<file path="src/rtl/booth_mult_ctrl_pkg.sv">
// booth_mult_ctrl_pkg: shared FSM encodings, Booth select codes and defaults
package booth_mult_ctrl_pkg;
    localparam int ITERATIONS_DEF = 32;
    localparam logic [1:0] ST_IDLE = 2'b00;
    localparam logic [1:0] ST_RUN  = 2'b01;
    localparam logic [1:0] ST_DONE = 2'b10;
    localparam logic [1:0] SEL_NOP = 2'b00;
    localparam logic [1:0] SEL_ADD = 2'b01;
    localparam logic [1:0] SEL_SUB = 2'b10;
endpackage

</file>
<file path="src/rtl/booth_mult_ctrl_if.sv">
// booth_mult_ctrl_if: start/operand request and result/status response of the multiplier
// master drives ctrl_MULT and both operands; slave drives result, exception, ready pulse and busy
interface booth_mult_ctrl_if;
    logic        ctrl_MULT;
    logic [31:0] data_operandA;
    logic [31:0] data_operandB;
    logic [31:0] data_result;
    logic        data_exception;
    logic        data_resultRDY;
    logic        busy;
    modport master (output ctrl_MULT, data_operandA, data_operandB,
                    input  data_result, data_exception, data_resultRDY, busy);
    modport slave  (input  ctrl_MULT, data_operandA, data_operandB,
                    output data_result, data_exception, data_resultRDY, busy);
endinterface

</file>
<file path="src/rtl/booth_mult_ctrl_booth_step.sv">
// booth_step: one radix-2 Booth iteration (add/sub/nop on HI, then arithmetic shift right)
// ports: sel={LO[0],Qm1}, m, hi, lo in; next hi_n, lo_n, qm1_n out
module booth_step
    import booth_mult_ctrl_pkg::*;
(
    input  logic [1:0]  sel,
    input  logic [31:0] m,
    input  logic [31:0] hi,
    input  logic [31:0] lo,
    output logic [31:0] hi_n,
    output logic [31:0] lo_n,
    output logic        qm1_n
);
    logic [31:0] addend, s;
    logic        c0, c32, s32;
    assign addend = sel == SEL_SUB ? ~m : sel == SEL_ADD ? m : 32'd0;
    assign c0     = sel == SEL_SUB;
    cla_32bit u_cla (.a(hi), .b(addend), .c0(c0), .s(s), .c32(c32));
    // 33rd sum bit is the exact sign of HI+addend+c0, so even -0x80000000 shifts correctly
    assign s32 = hi[31] ^ addend[31] ^ c32;
    assign {hi_n, lo_n, qm1_n} = {s32, s, lo};
endmodule

// cla_32bit: 32-bit adder of 4-bit carry-lookahead groups; ports a, b, c0 in; s, c32 out
module cla_32bit (
    input  logic [31:0] a,
    input  logic [31:0] b,
    input  logic        c0,
    output logic [31:0] s,
    output logic        c32
);
    logic [31:0] g, p;
    logic [8:0]  c;
    assign g    = a & b;
    assign p    = a ^ b;
    assign c[0] = c0;
    assign c32  = c[8];
    for (genvar k = 0; k < 8; k++) begin : grp
        logic [3:0] gg, pp;
        logic [4:0] cc;
        assign gg    = g[4*k +: 4];
        assign pp    = p[4*k +: 4];
        assign cc[0] = c[k];
        assign cc[1] = gg[0] | (pp[0] & cc[0]);
        assign cc[2] = gg[1] | (pp[1] & gg[0]) | (&pp[1:0] & cc[0]);
        assign cc[3] = gg[2] | (pp[2] & gg[1]) | (&pp[2:1] & gg[0]) | (&pp[2:0] & cc[0]);
        assign cc[4] = gg[3] | (pp[3] & gg[2]) | (&pp[3:2] & gg[1]) | (&pp[3:1] & gg[0])
                     | (&pp[3:0] & cc[0]);
        assign s[4*k +: 4] = pp ^ cc[3:0];
        assign c[k+1]      = cc[4];
    end
endmodule

</file>
<file path="src/rtl/booth_mult_ctrl.sv">
// booth_mult_ctrl: sequential signed 32x32 Booth multiplier sharing one CLA adder
// ports: clock, reset (sync, active high); bus (slave) carries start/operands and result/status
module booth_mult_ctrl
    import booth_mult_ctrl_pkg::*;
#(
    parameter int ITERATIONS = ITERATIONS_DEF,
    parameter int CNT_W      = 5
)(
    input  logic clock,
    input  logic reset,
    booth_mult_ctrl_if.slave bus
);
    logic [1:0]       state;
    logic [31:0]      m, hi, lo, hi_n, lo_n, result;
    logic             qm1, qm1_n, exc, rdy;
    logic [CNT_W-1:0] cnt;
    booth_step u_step (
        .sel   ({lo[0], qm1}),
        .m     (m),
        .hi    (hi),
        .lo    (lo),
        .hi_n  (hi_n),
        .lo_n  (lo_n),
        .qm1_n (qm1_n)
    );
    assign bus.data_result    = result;
    assign bus.data_exception = exc;
    assign bus.data_resultRDY = rdy;
    assign bus.busy           = state == ST_RUN;
    always_ff @(posedge clock) begin
        if (reset) begin
            state  <= ST_IDLE;
            m      <= '0;
            hi     <= '0;
            lo     <= '0;
            qm1    <= 1'b0;
            cnt    <= '0;
            result <= '0;
            exc    <= 1'b0;
            rdy    <= 1'b0;
        end else begin
            rdy <= 1'b0;
            // a start in any state restarts; an aborted operation never reports
            if (bus.ctrl_MULT) begin
                state <= ST_RUN;
                m     <= bus.data_operandA;
                hi    <= '0;
                lo    <= bus.data_operandB;
                qm1   <= 1'b0;
                cnt   <= '0;
            end else if (state == ST_RUN) begin
                {hi, lo, qm1} <= {hi_n, lo_n, qm1_n};
                cnt           <= cnt + 1'b1;
                if (cnt == CNT_W'(ITERATIONS - 1))
                    state <= ST_DONE;
            end else if (state == ST_DONE) begin
                result <= lo;
                exc    <= hi != {32{lo[31]}};
                rdy    <= 1'b1;
                state  <= ST_IDLE;
            end
        end
    end
endmodule
</file>
<file path="src/flat_wrapper.sv">
// flat-port wrapper written by rule: the top's interface ports become plain ports
module booth_mult_ctrl_flat import booth_mult_ctrl_pkg::*;
#(
    parameter int ITERATIONS = ITERATIONS_DEF,
    parameter int CNT_W      = 5
)
  (clock, reset, bus_ctrl_MULT, bus_data_operandA, bus_data_operandB, bus_data_result, bus_data_exception, bus_data_resultRDY, bus_busy);
  booth_mult_ctrl_if bus_i ();
  input  logic clock;
  input  logic reset;
  input wire logic [$bits(bus_i.ctrl_MULT)-1:0] bus_ctrl_MULT;
  input wire logic [$bits(bus_i.data_operandA)-1:0] bus_data_operandA;
  input wire logic [$bits(bus_i.data_operandB)-1:0] bus_data_operandB;
  output wire logic [$bits(bus_i.data_result)-1:0] bus_data_result;
  output wire logic [$bits(bus_i.data_exception)-1:0] bus_data_exception;
  output wire logic [$bits(bus_i.data_resultRDY)-1:0] bus_data_resultRDY;
  output wire logic [$bits(bus_i.busy)-1:0] bus_busy;
  assign bus_i.ctrl_MULT = bus_ctrl_MULT;
  assign bus_i.data_operandA = bus_data_operandA;
  assign bus_i.data_operandB = bus_data_operandB;
  assign bus_data_result = bus_i.data_result;
  assign bus_data_exception = bus_i.data_exception;
  assign bus_data_resultRDY = bus_i.data_resultRDY;
  assign bus_busy = bus_i.busy;
  booth_mult_ctrl #(.ITERATIONS(ITERATIONS), .CNT_W(CNT_W)) u_core (.clock(clock), .reset(reset), .bus(bus_i));
endmodule
</file>
<file path="config.mk">
export PLATFORM = sky130hd
export DESIGN_NAME = booth_mult_ctrl_flat
export DESIGN_NICKNAME = d
export VERILOG_FILES = /design/src/rtl/booth_mult_ctrl_pkg.sv /design/src/rtl/booth_mult_ctrl_if.sv /design/src/rtl/booth_mult_ctrl_booth_step.sv /design/src/rtl/booth_mult_ctrl.sv /design/src/flat_wrapper.sv
export SDC_FILE = /design/constraint.sdc
export NUM_CORES = 1
export LEC_CHECK = 0
export ABC_AREA = 0
export CORE_ASPECT_RATIO = 1.25
export CORE_UTILIZATION = 55
export CTS_CLUSTER_DIAMETER = 60
export DETAILED_ROUTE_END_ITERATION = 10
export PLACE_DENSITY_LB_ADDON = 0.1
export SLEW_MARGIN = 40
export SYNTH_ARGS = -nofsm -noshare
export SYNTH_HDL_FRONTEND = slang
export SYNTH_SLANG_ARGS = --single-unit
</file>
<file path="constraint.sdc">
create_clock -name clock -period 3.95 [get_ports clock]
set_input_delay 0.79 -clock clock [delete_from_list [all_inputs] [get_ports clock]]
set_output_delay 0.79 -clock clock [all_outputs]
set_load 0.1 [all_outputs]
</file>
# Word-level counts from Yosys, hierarchy flattened
# Index checks and enable logic that the tools add are counted.
# word_totals
ff_bits	138
latchBits	0
ramBits	0
romBits	0
output_inout_bits	35
elab_cells	259
n_memories	0
# op_classes
add_sub_neg	1
mul	0
div_mod_pow	0
order_cmp	0
n_eq_ne	8
shift	0
muxes	9
n_bitwise	175
reduce_logical	56
# ops
cell	n
32-bit 2-to-1 mux	4
1-bit AND	80
1-bit bitwise OR	80
2-bit AND reduction	26
3-bit AND reduction	17
32-bit AND	1
32-bit != test	1
32-bit NOT	1
4-bit AND reduction	8
32-bit bitwise XOR	1
4-bit bitwise XOR	8
2-bit 2-to-1 mux	3
5-bit by 1-bit adder with 5-bit output, second input constant	1
5-bit equality test, second input constant	1
2-bit by 1-bit equality test with 1-bit output, second input constant	2
2-bit equality test, second input constant	2
2-bit nonzero test	2
3-bit by 2-bit != test with 1-bit output, second input constant	1
3-bit nonzero test	1
3-bit OR reduction	1
1-bit 2-to-1 mux	2
2-bit by 1-bit != test with 1-bit output, second input constant	1
1-bit NOT	2
2-bit OR reduction	1
1-bit bitwise XOR	2

# Longest topological paths before layout
# Gate-level depths: netlist (run 1).
# logic_depth
ltp_word	24
mapped_depth	17
depth_no_buf	15

# Hierarchy
# Synthesis (run 1) repeated with hierarchy kept, for this count alone.
# unflattened
cells_unflattened	944
hier_area_um2	7365.8
# by_module_without_submodules
module	instances	cells_per_inst	area_per_inst_um2	seq_area_each_um2
booth_mult_ctrl	1	671	5388.9	2762.6
cla_32bit	1	165	1377.6	0.0
booth_step	1	108	599.3	0.0

# Least setup slack after synthesis (run 1)
# OpenSTA, ideal clock, no wires.
# synth_path
kind	flip-flop to flip-flop
startpoint	register u_core.lo[0]
endpoint	register u_core.hi[27]
setup_time_ps	86
t_arrival_ps	3386
required_ps	3864
setup_slack_ps	478
stages_incl_launch_ff	16
n_path_buf	2
period_less_slack_ps	3472
cell_sequence	dfxtp_1 and2b_2 clkbuf_1 clkbuf_1 nand2_1 o21ai_0 ha_1 a21oi_1 o21ai_1 a211oi_2 a211oi_2 o31ai_1 nand2b_1 a21oi_1 fa_1 a211oi_1
# synth_via
elab_chain_cells	22
# synth_lines
item	line	source
from (decl)	booth_mult_ctrl.sv:14	logic [31:0] m, hi, lo, hi_n, lo_n, result;
from (signal assigned)	booth_mult_ctrl.sv:48	lo <= bus.data_operandB;
from (signal assigned)	booth_mult_ctrl.sv:52	{hi, lo, qm1} <= {hi_n, lo_n, qm1_n};
2-bit by 1-bit equality test with 1-bit output	booth_mult_ctrl_booth_step.sv:16	assign addend = sel == SEL_SUB ? ~m : sel == SEL_ADD ? m : 32'd0;
32-bit 2-to-1 mux (2 in a row)	booth_mult_ctrl_booth_step.sv:16	
32-bit bitwise XOR / 32-bit AND (equally long branches)	booth_mult_ctrl_booth_step.sv:35, booth_mult_ctrl_booth_step.sv:34	
1-bit AND / 2-bit AND reduction (equally long branches)	booth_mult_ctrl_booth_step.sv:47	assign cc[4] = gg[3] | (pp[3] & gg[2]) | (&pp[3:2] & gg[1]) | (&pp[3:1] & gg[0])
1-bit bitwise OR / 1-bit AND (equally long branches)	booth_mult_ctrl_booth_step.sv:47	
1-bit bitwise OR (2 in a row)	booth_mult_ctrl_booth_step.sv:47	
1-bit bitwise OR	booth_mult_ctrl_booth_step.sv:48	| (&pp[3:0] & cc[0]);
1-bit AND	booth_mult_ctrl_booth_step.sv:48	
[4 not listed]	-	
1-bit bitwise OR	booth_mult_ctrl_booth_step.sv:48	
1-bit AND	booth_mult_ctrl_booth_step.sv:48	
1-bit bitwise OR	booth_mult_ctrl_booth_step.sv:48	
1-bit AND	booth_mult_ctrl_booth_step.sv:48	
1-bit bitwise OR	booth_mult_ctrl_booth_step.sv:48	
1-bit AND	booth_mult_ctrl_booth_step.sv:48	
1-bit bitwise OR	booth_mult_ctrl_booth_step.sv:48	
4-bit bitwise XOR (*)	booth_mult_ctrl_booth_step.sv:49	assign s[4*k +: 4] = pp ^ cc[3:0];
to (signal assigned)	booth_mult_ctrl.sv:52	
to (decl)	booth_mult_ctrl.sv:14	
# Every way passes the cells marked *; elsewhere a longest branch is shown, timed or not.
# A chain may end at the register's enable or synchronous reset.

# Worst setup path in the final report (run 1)
# Ends and elaborated chain as after synthesis.

==> results of run 1 <==
[power by group]
group | internal (uW) | switching (uW) | total, uW
clock | 966 | 618 | 1580
combinational | 159 | 196 | 355
sequential | 1440 | 41.8 | 1480
[cell usage after synthesis (all sizes together), types with 6 or more instances]
| cell type | count | area (um^2) |
|---|---|---|
| nand2 | 213 | 800 |
| xor2 | 7 | 61.3 |
| nand2b | 6 | 37.5 |
| clkbuf | 50 | 188 |
| a211oi | 12 | 100 |
| nand4 | 9 | 56.3 |
| a31oi | 9 | 56.3 |
| fa | 8 | 160 |
| o21ai | 47 | 235 |
| mux2i | 33 | 330 |
| xnor2 | 10 | 87.6 |
| nor2 | 95 | 357 |
| ha | 34 | 425 |
| nor4 | 8 | 50.1 |
| nor3 | 12 | 60.1 |
| nand3 | 10 | 50.1 |
| a21oi | 132 | 661 |
| dfxtp | 138 | 2760 |
| a21o | 9 | 67.6 |
| buf | 6 | 22.5 |
| inv | 25 | 93.8 |
[logic make-up after synthesis]
logic type | synth area share
flops | 0.394
mux | 0.0472
xor+xnor | 0.0213
simple gates | 0.221
compound gates | 0.189
fa+ha+maj | 0.0836
buf+inv | 0.0434
[layer usage]
layer  routed length, um  share of wire  vias to the layer above  global-route usage
li1                    -              -                     3295                   -
met1                7440           0.45                     2916               0.336
met2                7940           0.48                      157               0.456
met3                 822          0.050                       27              0.0507
met4                 320          0.019                        0              0.0837
met5                   0              0                        -                   0
[per-stage QoR]
| step | hold slack (ps) | utilization | setup WS (ps) | cells | instance area (um^2) |
|---|---|---|---|---|---|
| finish | 449 | 0.698 | 391 | 1175 | 8570 |
| global route | 469 | 0.698 | 89.4 | 1175 | 8570 |
| CTS | 452 | 0.697 | 250 | 1175 | 8560 |
| detailed placement | 444 | 0.649 | 326 | 1143 | 7960 |
| global placement | 441 | 0.663 | 398 | 1143 | 8130 |
| floorplan | 440 | - | 478 | 917 | 7000 |
[critical path, stage by stage (launching register included)]
cell and delay [ps]:
dfxtp_1 340, and2b_4 520, nand2_1 90, o21ai_0 90, ha_1 300, and2_0 170
o211ai_1 250, a211o_1 300, a211oi_2 120, o31ai_1 240, buf_4 170, nand2b_1 50
a21oi_1 190, fa_1 440, a211oi_1 190
[what timing repair did]
item | in CTS | in global routing
hold buffers | 0 | 0
resized for setup | 0 | 1
endpoints found under the setup margin | 0 | 2
[cells in the final DEF, fill, tap and decap left out, types with 4 or more instances in the layout]
master / count
a211oi_1: 10
a21o_1: 9
a21oi_1: 132
a31oi_1: 9
and3_1: 4
buf_2: 34
buf_4: 19
clkbuf_16: 17
clkdlybuf4s50_1: 64
clkinv_4: 4
dfxtp_1: 138
fa_1: 8
ha_1: 34
inv_1: 24
mux2i_1: 33
nand2_1: 213
nand2b_1: 5
nand3_1: 10
nand4_1: 9
nor2_1: 94
nor3_1: 12
nor4_1: 8
o211ai_1: 5
o21a_1: 5
o21ai_0: 46
xnor2_1: 10
xor2_1: 7
[sequential cells by signal, indices dropped and copies added (netlist names)]
signal,count
u_core.hi,32
u_core.lo,32
u_core.bus.data_result,32
u_core.qm1,1
u_core.state,2
u_core.cnt,5
u_core.m,32
u_core.bus.data_exception,1
u_core.bus.data_resultRDY,1
[worst max-delay path by stage]
stage | to | slack (ps) | startpoint | cells after the start
final | u_core.hi[27] | 390 | u_core.lo[0] | 14
after global routing | u_core.hi[27] | 90 | u_core.lo[0] | 14
after CTS | u_core.hi[27] | 250 | u_core.lo[0] | 14
after detailed placement | u_core.hi[27] | 330 | u_core.lo[0] | 14
after global placement | u_core.hi[27] | 400 | u_core.lo[0] | 14
after floorplan | u_core.hi[27] | 480 | u_core.lo[0] | 15
[final cells by class]
| class | instances | share of cell area |
|---|---|---|
| repair buffers | 118 | 0.113 |
| inverters | 25 | 0.0110 |
| flip-flops and latches | 138 | 0.323 |
| clock buffers | 19 | 0.0529 |
| clock inverters | 13 | 0.0167 |
| well taps | 164 | 0.0240 |
| multi-input cells | 698 | 0.460 |
==> impl_metrics.toml, run 1 <==
[worst_setup_path]
critPathRequiredTime_ps = 4280
rrSetupSlack_ps = 390
cp-start-kind = "flop"
setup.worst_path.class = "flop to flop"
critPathMaxFanout = 32
reg2reg_depth = 14
timing.rr.start = "u_core.lo[0]"
timing.rr.end = "u_core.hi[27]"
worstSetupEndpointType = "flop"
cp_data_arrival_time_ps = 3890

[die]
row_count = 45
dieArea_mm2 = 0.0132
die_x_um = 103
coreArea_mm2 = 0.0123
start_util = 0.571
die_height_um = 128
top_level_ports = 102

[synth]
yosysSeqAreaShare = 0.394
synth_edf_count = 0
syn-num-nets = 1026
netlist_instances = 917
syn-cell-area_mm2 = 0.00700
yosysWarnings = 0
async_reset_ff_frac = 0
synth.distinct_cells = 47
ys_seq_elements = 138
ys.flop_type = "dfxtp_1"
syn_avg_cell_area_um2 = 7.64

[placed_design]
place_congestion = 0.875
dp.final_hpwl_um = 11000
port_buffers = 101

[min_path]
hold_start = "u_core.bus.data_result[7]"
min_to = "u_core.bus.data_result[7]"
hp-class = "flop to flop"
min_path_cells = 2

[clock_tree]
root_buffer = "clkbuf_16"
insertion_delay_ps = 420
cts_sinks = 138
htreeDepth = 4
clockBufferDepth = 2
path_clk_slew_ps = 60
cts_buffers = 17
cts_tree = "built"
cts_setup_buffers = 0

[cells_and_area]
multi_input_area_mm2 = 0.00394
nets = 1107
drive_gt1_frac = 0.0930
n_antenna_cell = 0
regArea_mm2 = 0.00276
area.growth.synth_to_final_pct = 22.3
fill_cells = 1073

[timing]
setup_tns_ps = 0
fmax_mhz = 281
rsz0062_at_grt = "no"
period_minus_slack_ps = 3560
worst_pin_slew_ps = 657
final-setup-viol-count = 0
slew_violations = 0
finClkSkew_ps = 9.63
min_period_over_period = 0.901
relSlewSlack = 0.562
timing_hold_violations_final = 0

[global_route]
track_usage = 0.267
grt_max_degree = 85
grt_overflow = 0
grt_pass1_vias = 5896
antenna_found_initial = 0
grt_pass1_wl_um = 27700

[power_and_ir_drop]
ir_drop_mv = 0.283
power_density_mw_per_mm2 = 400
leakage_uw = 0.00340
finalPower_uw = 3420

[routing]
avgRoutedWirePerCell_um = 14.1
final_antenna_net_count = 0
vias = 6395
first_pass_iters = 5
route.detailed.drc = 0
via_per_inst = 5.44
drt_iter0_drc = 365
finalWirelength_um = 16500

[run]
max-cap-violations = 0

[status]
status = "complete, no violations"
Power figures use the tool's default switching activity.
==> run 2: changes to the inputs <==
- CORE_ASPECT_RATIO: 1.25 -> 1.2
==> run 2 against run 1 <==
  * Final area fell by 0.26%
  * Via count rose by 1.1%
  * Combinational power barely moved
  * Total power barely moved
  * Clock skew fell by 0.73 ps
  * Clock-buffer cell count rose by 3
  * Sequential share of layout area rose by 0.085 points
  * Global-route usage fell by 0.22 points
  * Wire length rose by 0.38%
  * Critical path type unchanged
  * Register-to-register slack barely moved
  * Sequential power barely moved
==> impl_metrics.toml, run 2 (synthesis gave the netlist of run 1 again) <==
[worst_setup_path]
critPathMaxFanout = 32
path_cells = "and2b_4 -> nand2_1 -> o21ai_0 -> ha_1 -> a21oi_1 -> o21ai_1 -> a211oi_2 -> a211oi_2 -> o31ai_1 -> nand2b_1 -> a21oi_1 -> fa_1 -> a211oi_1"
cpPeakStageDelay_ps = 510
cp_slowest_cell = "and2b_4"
worstSetupEndpointType = "flop"
critPathRequiredTime_ps = 4270
cp-start-kind = "flop"
setup.worst_path.class = "flop to flop"
cp_data_arrival_time_ps = 3880

[power_and_ir_drop]
ir_drop_mv = 0.243
power_density_mw_per_mm2 = 401
leakage_uw = 0.00339
finalPower_uw = 3430

[global_route]
grt_max_degree = 86
antenna_found_initial = 0
grt_overflow = 0
track_usage = 0.265
grt_pass1_wl_um = 28400
grt_pass1_vias = 6137

[routing]
drt_iter0_drc = 342
vias = 6467
final_antenna_net_count = 0
finalWirelength_um = 16600
route.detailed.drc = 0
first_pass_iters = 5
via_per_inst = 5.54
avgRoutedWirePerCell_um = 14.2

[timing]
finClkSkew_ps = 8.91
rsz0062_at_grt = "no"
setup_tns_ps = 0
period_minus_slack_ps = 3560
min_period_over_period = 0.902
slew_violations = 0
final-setup-viol-count = 0
relSlewSlack = 0.446
fmax_mhz = 281
timing_hold_violations_final = 0
worst_pin_slew_ps = 830

[clock_tree]
insertion_delay_ps = 410
path_clk_slew_ps = 60
clockBufferDepth = 2
cts_sinks = 138
root_buffer = "clkbuf_16"
htreeDepth = 4
cts_buffers = 17
cts_tree = "built"

[die]
die_height_um = 126
die_x_um = 105
top_level_ports = 102
row_count = 44
start_util = 0.571
coreArea_mm2 = 0.0123
dieArea_mm2 = 0.0132

[cells_and_area]
mostFrequentLayoutCell = "nand2_1"
nets = 1104
area.growth.synth_to_final_pct = 22.0
n_antenna_cell = 0
drive_gt1_frac = 0.0884
mostFrequentLayoutCells = "nand2_1 (213), dfxtp_1 (138), a21oi_1 (132)"

[placed_design]
dp.final_hpwl_um = 11100
place_congestion = 0.881
port_buffers = 101

[run]
max-cap-violations = 0

[min_path]
hp-class = "flop to flop"

[status]
status = "complete, no violations"
-- run 2: cell types whose count changed in the layout (fill, tap and decap cells not counted) --
| cell | before | now |
|---|---|---|
| clkbuf_8 | 2 | 4 |
| clkinv_2 | 3 | 2 |
| clkinv_4 | 4 | 1 |
| clkbuf_1 | 0 | 1 |
| buf_4 | 19 | 15 |
| buf_6 | 1 | 2 |
-- run 2: timing repair --
| action | CTS | global route |
|---|---|---|
| buffers inserted | 0 | 0 |
| hold buffers | 0 | 0 |
| gates resized for setup | 0 | 1 |
| hold endpoints to repair | 0 | 0 |
| setup endpoints to repair | 0 | 1 |
-- run 2: area by class of cell --
type,count,area [um^2]
Multi-Input combinational cell,698,3940
Fill cell,1071,3730
Sequential cell,138,2760
Timing Repair Buffer,115,946
Clock buffer,22,484
Tap cell,161,201
Clock inverter,9,111
Inverter,25,93.8
-- run 2: report_power, final --
group | switching (uW) | leakage (uW) | internal [uW] | total (uW)
clock network | 591 | 0.000289 | 996 | 1590
registers | 42.5 | 0.00113 | 1440 | 1480
logic | 196 | 0.00198 | 158 | 354
total | 830 | 0.00339 | 2600 | 3430
-- run 2: metal layers --
metal	global-route usage	share of wire	up-vias
met2	0.455	0.49	179
met5	0	0	-
met3	0.0388	0.046	30
li1	-	-	3283
met1	0.337	0.45	2975
met4	0.0961	0.019	0
-- run 2: stage by stage --
stage          hold slack, ps  cell area [um^2]  instances  utilization  setup slack [ps]
3_3_place_gp              441              8110       1137        0.660               360
4_1_cts                   452              8530       1168        0.695               262
2_1_floorplan             440              7000        917            -               478
5_1_grt                   468              8540       1168        0.696              88.1
3_5_place_dp              444              7940       1137        0.646               310
6_report                  450              8540       1168        0.696               389
-- run 2: worst paths after layout --
path                             start                   endpoint  slack (ps)  cells past startpoint
min reg2reg  u_core.bus.data_result[9]  u_core.bus.data_result[9]         450                      2
max                       u_core.lo[0]              u_core.hi[27]         390                     13
max reg2reg               u_core.lo[0]              u_core.hi[27]         390                     13
min          u_core.bus.data_result[9]  u_core.bus.data_result[9]         450                      2
-- run 2: critical path: cells and delay by family, from the launching register on --
family | cells | cell delay (ps)
flip-flops | 1 | 330
AO/OA/AOI/OAI | 8 | 1700
AND/OR/NAND/NOR | 3 | 700
adder cells (fa/ha/maj) | 2 | 730
==> run 3: changes to the inputs <==
- CORE_MARGIN: not set -> 3
- SETUP_SLACK_MARGIN: not set -> 0.1
==> run 3 against run 2 <==
  * Global-route usage fell by 1.8 points
  * Clock skew is 0.79 ps lower
  * Total power fell by 2.1%
  * Fmax fell by 0.76%
  * Final cell count increased by 0.34%
  * Non-clock buffer count is 2 higher
  * Utilization up 0.10 points
  * Via count grew 1.0%
  * Sequential cell count is the same
  * Sequential share of layout area about the same
  * Critical path depth stayed put
==> impl_metrics.toml, run 3 (synthesis gave the netlist of run 1 again) <==
[status]
status = "complete, no violations"

[timing]
finClkSkew_ps = 8.11
fmax_mhz = 279
setup_tns_ps = 0
final-setup-viol-count = 0
timing_hold_violations_final = 0
relSlewSlack = 0.454
slew_violations = 0
rsz0062_at_grt = "no"
worst_pin_slew_ps = 819
min_period_over_period = 0.908
period_minus_slack_ps = 3590

[worst_setup_path]
worstSetupEndpointType = "flop"
cp_slowest_cell = "fa_1"
rrSetupSlack_ps = 360
timing.rr.end = "u_core.hi[27]"
cp-start-kind = "flop"
cp_data_arrival_time_ps = 3910
reg2reg_depth = 13
setup.worst_path.class = "flop to flop"
cp.buffers_inverters = 1
critPathRequiredTime_ps = 4280
path_cells = "or2b_1 -> buf_4 -> o21ai_0 -> ha_1 -> a21oi_1 -> o21ai_0 -> a211oi_2 -> a211oi_2 -> o31ai_2 -> nand2b_1 -> a21oi_1 -> fa_1 -> a211oi_1"
cp_top_family = "compound AO/OA/AOI/OAI gates"
cpPeakStageDelay_ps = 450
timing.rr.start = "u_core.lo[0]"
critPathMaxFanout = 9

[die]
top_level_ports = 102
coreArea_mm2 = 0.0123
start_util = 0.571
die_height_um = 130
row_count = 44
dieArea_mm2 = 0.0141
die_x_um = 109

[run]
max-cap-violations = 0

[min_path]
hold_start = "u_core.bus.data_result[15]"
min_to = "u_core.bus.data_result[15]"
hp-class = "flop to flop"
min_path_cells = 2

[global_route]
grt_pass1_vias = 5880
track_usage = 0.247
top_usage_layer = "met2"
grt_overflow = 0
grt_pass1_wl_um = 27900
antenna_found_initial = 0
met3_usage = 0.0578
grtUsageMet1 = 0.316
gr-usage-met2 = 0.411
grt_max_degree = 100

[clock_tree]
clockBufferDepth = 2
path_clk_slew_ps = 60
insertion_delay_ps = 420
root_buffer = "clkbuf_16"
cts_tree = "built"
cts_buffers = 17
htreeDepth = 4
cts_sinks = 138

[cells_and_area]
utilization = 0.697
drive_gt1_frac = 0.0959
mostFrequentLayoutCells = "nand2_1 (213), dfxtp_1 (138), a21oi_1 (131)"
mostFrequentLayoutCell = "nand2_1"
nets = 1107
area.growth.synth_to_final_pct = 22.2
n_antenna_cell = 0

[routing]
avgRoutedWirePerCell_um = 14.5
finalWirelength_um = 17000
final_antenna_net_count = 0
vias = 6533
via_per_inst = 5.57
drt_iter0_drc = 430
route.detailed.drc = 0
first_pass_iters = 5

[power_and_ir_drop]
ir_drop_mv = 0.253
power_density_mw_per_mm2 = 392
leakage_uw = 0.00338

[placed_design]
dp.final_hpwl_um = 11200
place_congestion = 0.912
port_buffers = 101
## run 3: cell types whose count changed in the layout (fill, tap and decap cells not counted), moves of 2 or more
cell / change
inv_6: +3
inv_8: +2
clkinv_4: +2
clkbuf_8: -3
buf_4: +2
bufinv_16: -2
## run 3: worst reg2reg max path, cell delays in order (launching register included)
cell and delay, ps:
dfxtp_1 400, or2b_1 260, buf_4 170, o21ai_0 210, ha_1 330, a21oi_1 190
o21ai_0 150, a211oi_2 340, a211oi_2 170, o31ai_2 280, nand2b_1 80, a21oi_1 210
fa_1 450, a211oi_1 230
## run 3: layer usage
layer / vias to the layer above / wire length [um]
li1: 3309 / -
met2: 203 / 8320
met3: 32 / 1050
met5: - / 0
met1: 2989 / 7330
met4: 0 / 328
## run 3: worst max path at each step
| stage | startpoint | endpoint | slack [ps] | depth (start not counted) |
|---|---|---|---|---|
| 2_1_floorplan | u_core.lo[0] | u_core.hi[27] | 480 | 15 |
| 3_3_place_gp | u_core.lo[0] | u_core.hi[27] | 360 | 13 |
| 3_5_place_dp | u_core.lo[0] | u_core.hi[27] | 190 | 13 |
| 4_1_cts | u_core.lo[0] | u_core.hi[27] | 160 | 13 |
| 5_1_grt | u_core.lo[0] | u_core.hi[27] | 100 | 13 |
| 6_report | u_core.lo[0] | u_core.hi[27] | 360 | 13 |
## run 3: final cells by class
class / instances / area (um^2)
clock inverters: 14 / 131
fillers: 1066 / 3720
clock buffers: 18 / 439
inverters: 25 / 95.1
well taps: 161 / 201
repair buffers: 117 / 961
multi-input cells: 699 / 3970
flip-flops and latches: 138 / 2760
## run 3: through the flow
step / hold WS [ps] / cells / cell area [um^2] / setup slack, ps / total power (uW)
2_1_floorplan: 440 / 917 / 7000 / 478 / 1730
3_3_place_gp: 441 / 1137 / 8110 / 358 / 1860
3_5_place_dp: 444 / 1137 / 7940 / 189 / 1860
4_1_cts: 453 / 1169 / 8510 / 162 / 3370
5_1_grt: 465 / 1172 / 8560 / 97.8 / 3500
6_report: 450 / 1172 / 8560 / 362 / 3350
## run 3: timing repair
item                       4_1_cts  5_1_grt
setup endpoints to repair        0        3
gates resized for setup          0        6
hold buffers                     0        0
setup buffers                    0        2
## run 3: power breakdown
group / internal [uW] / total [uW] / switching, uW
combinational: 159 / 356 / 197
sequential: 1440 / 1480 / 42.6
clock: 845 / 1520 / 671
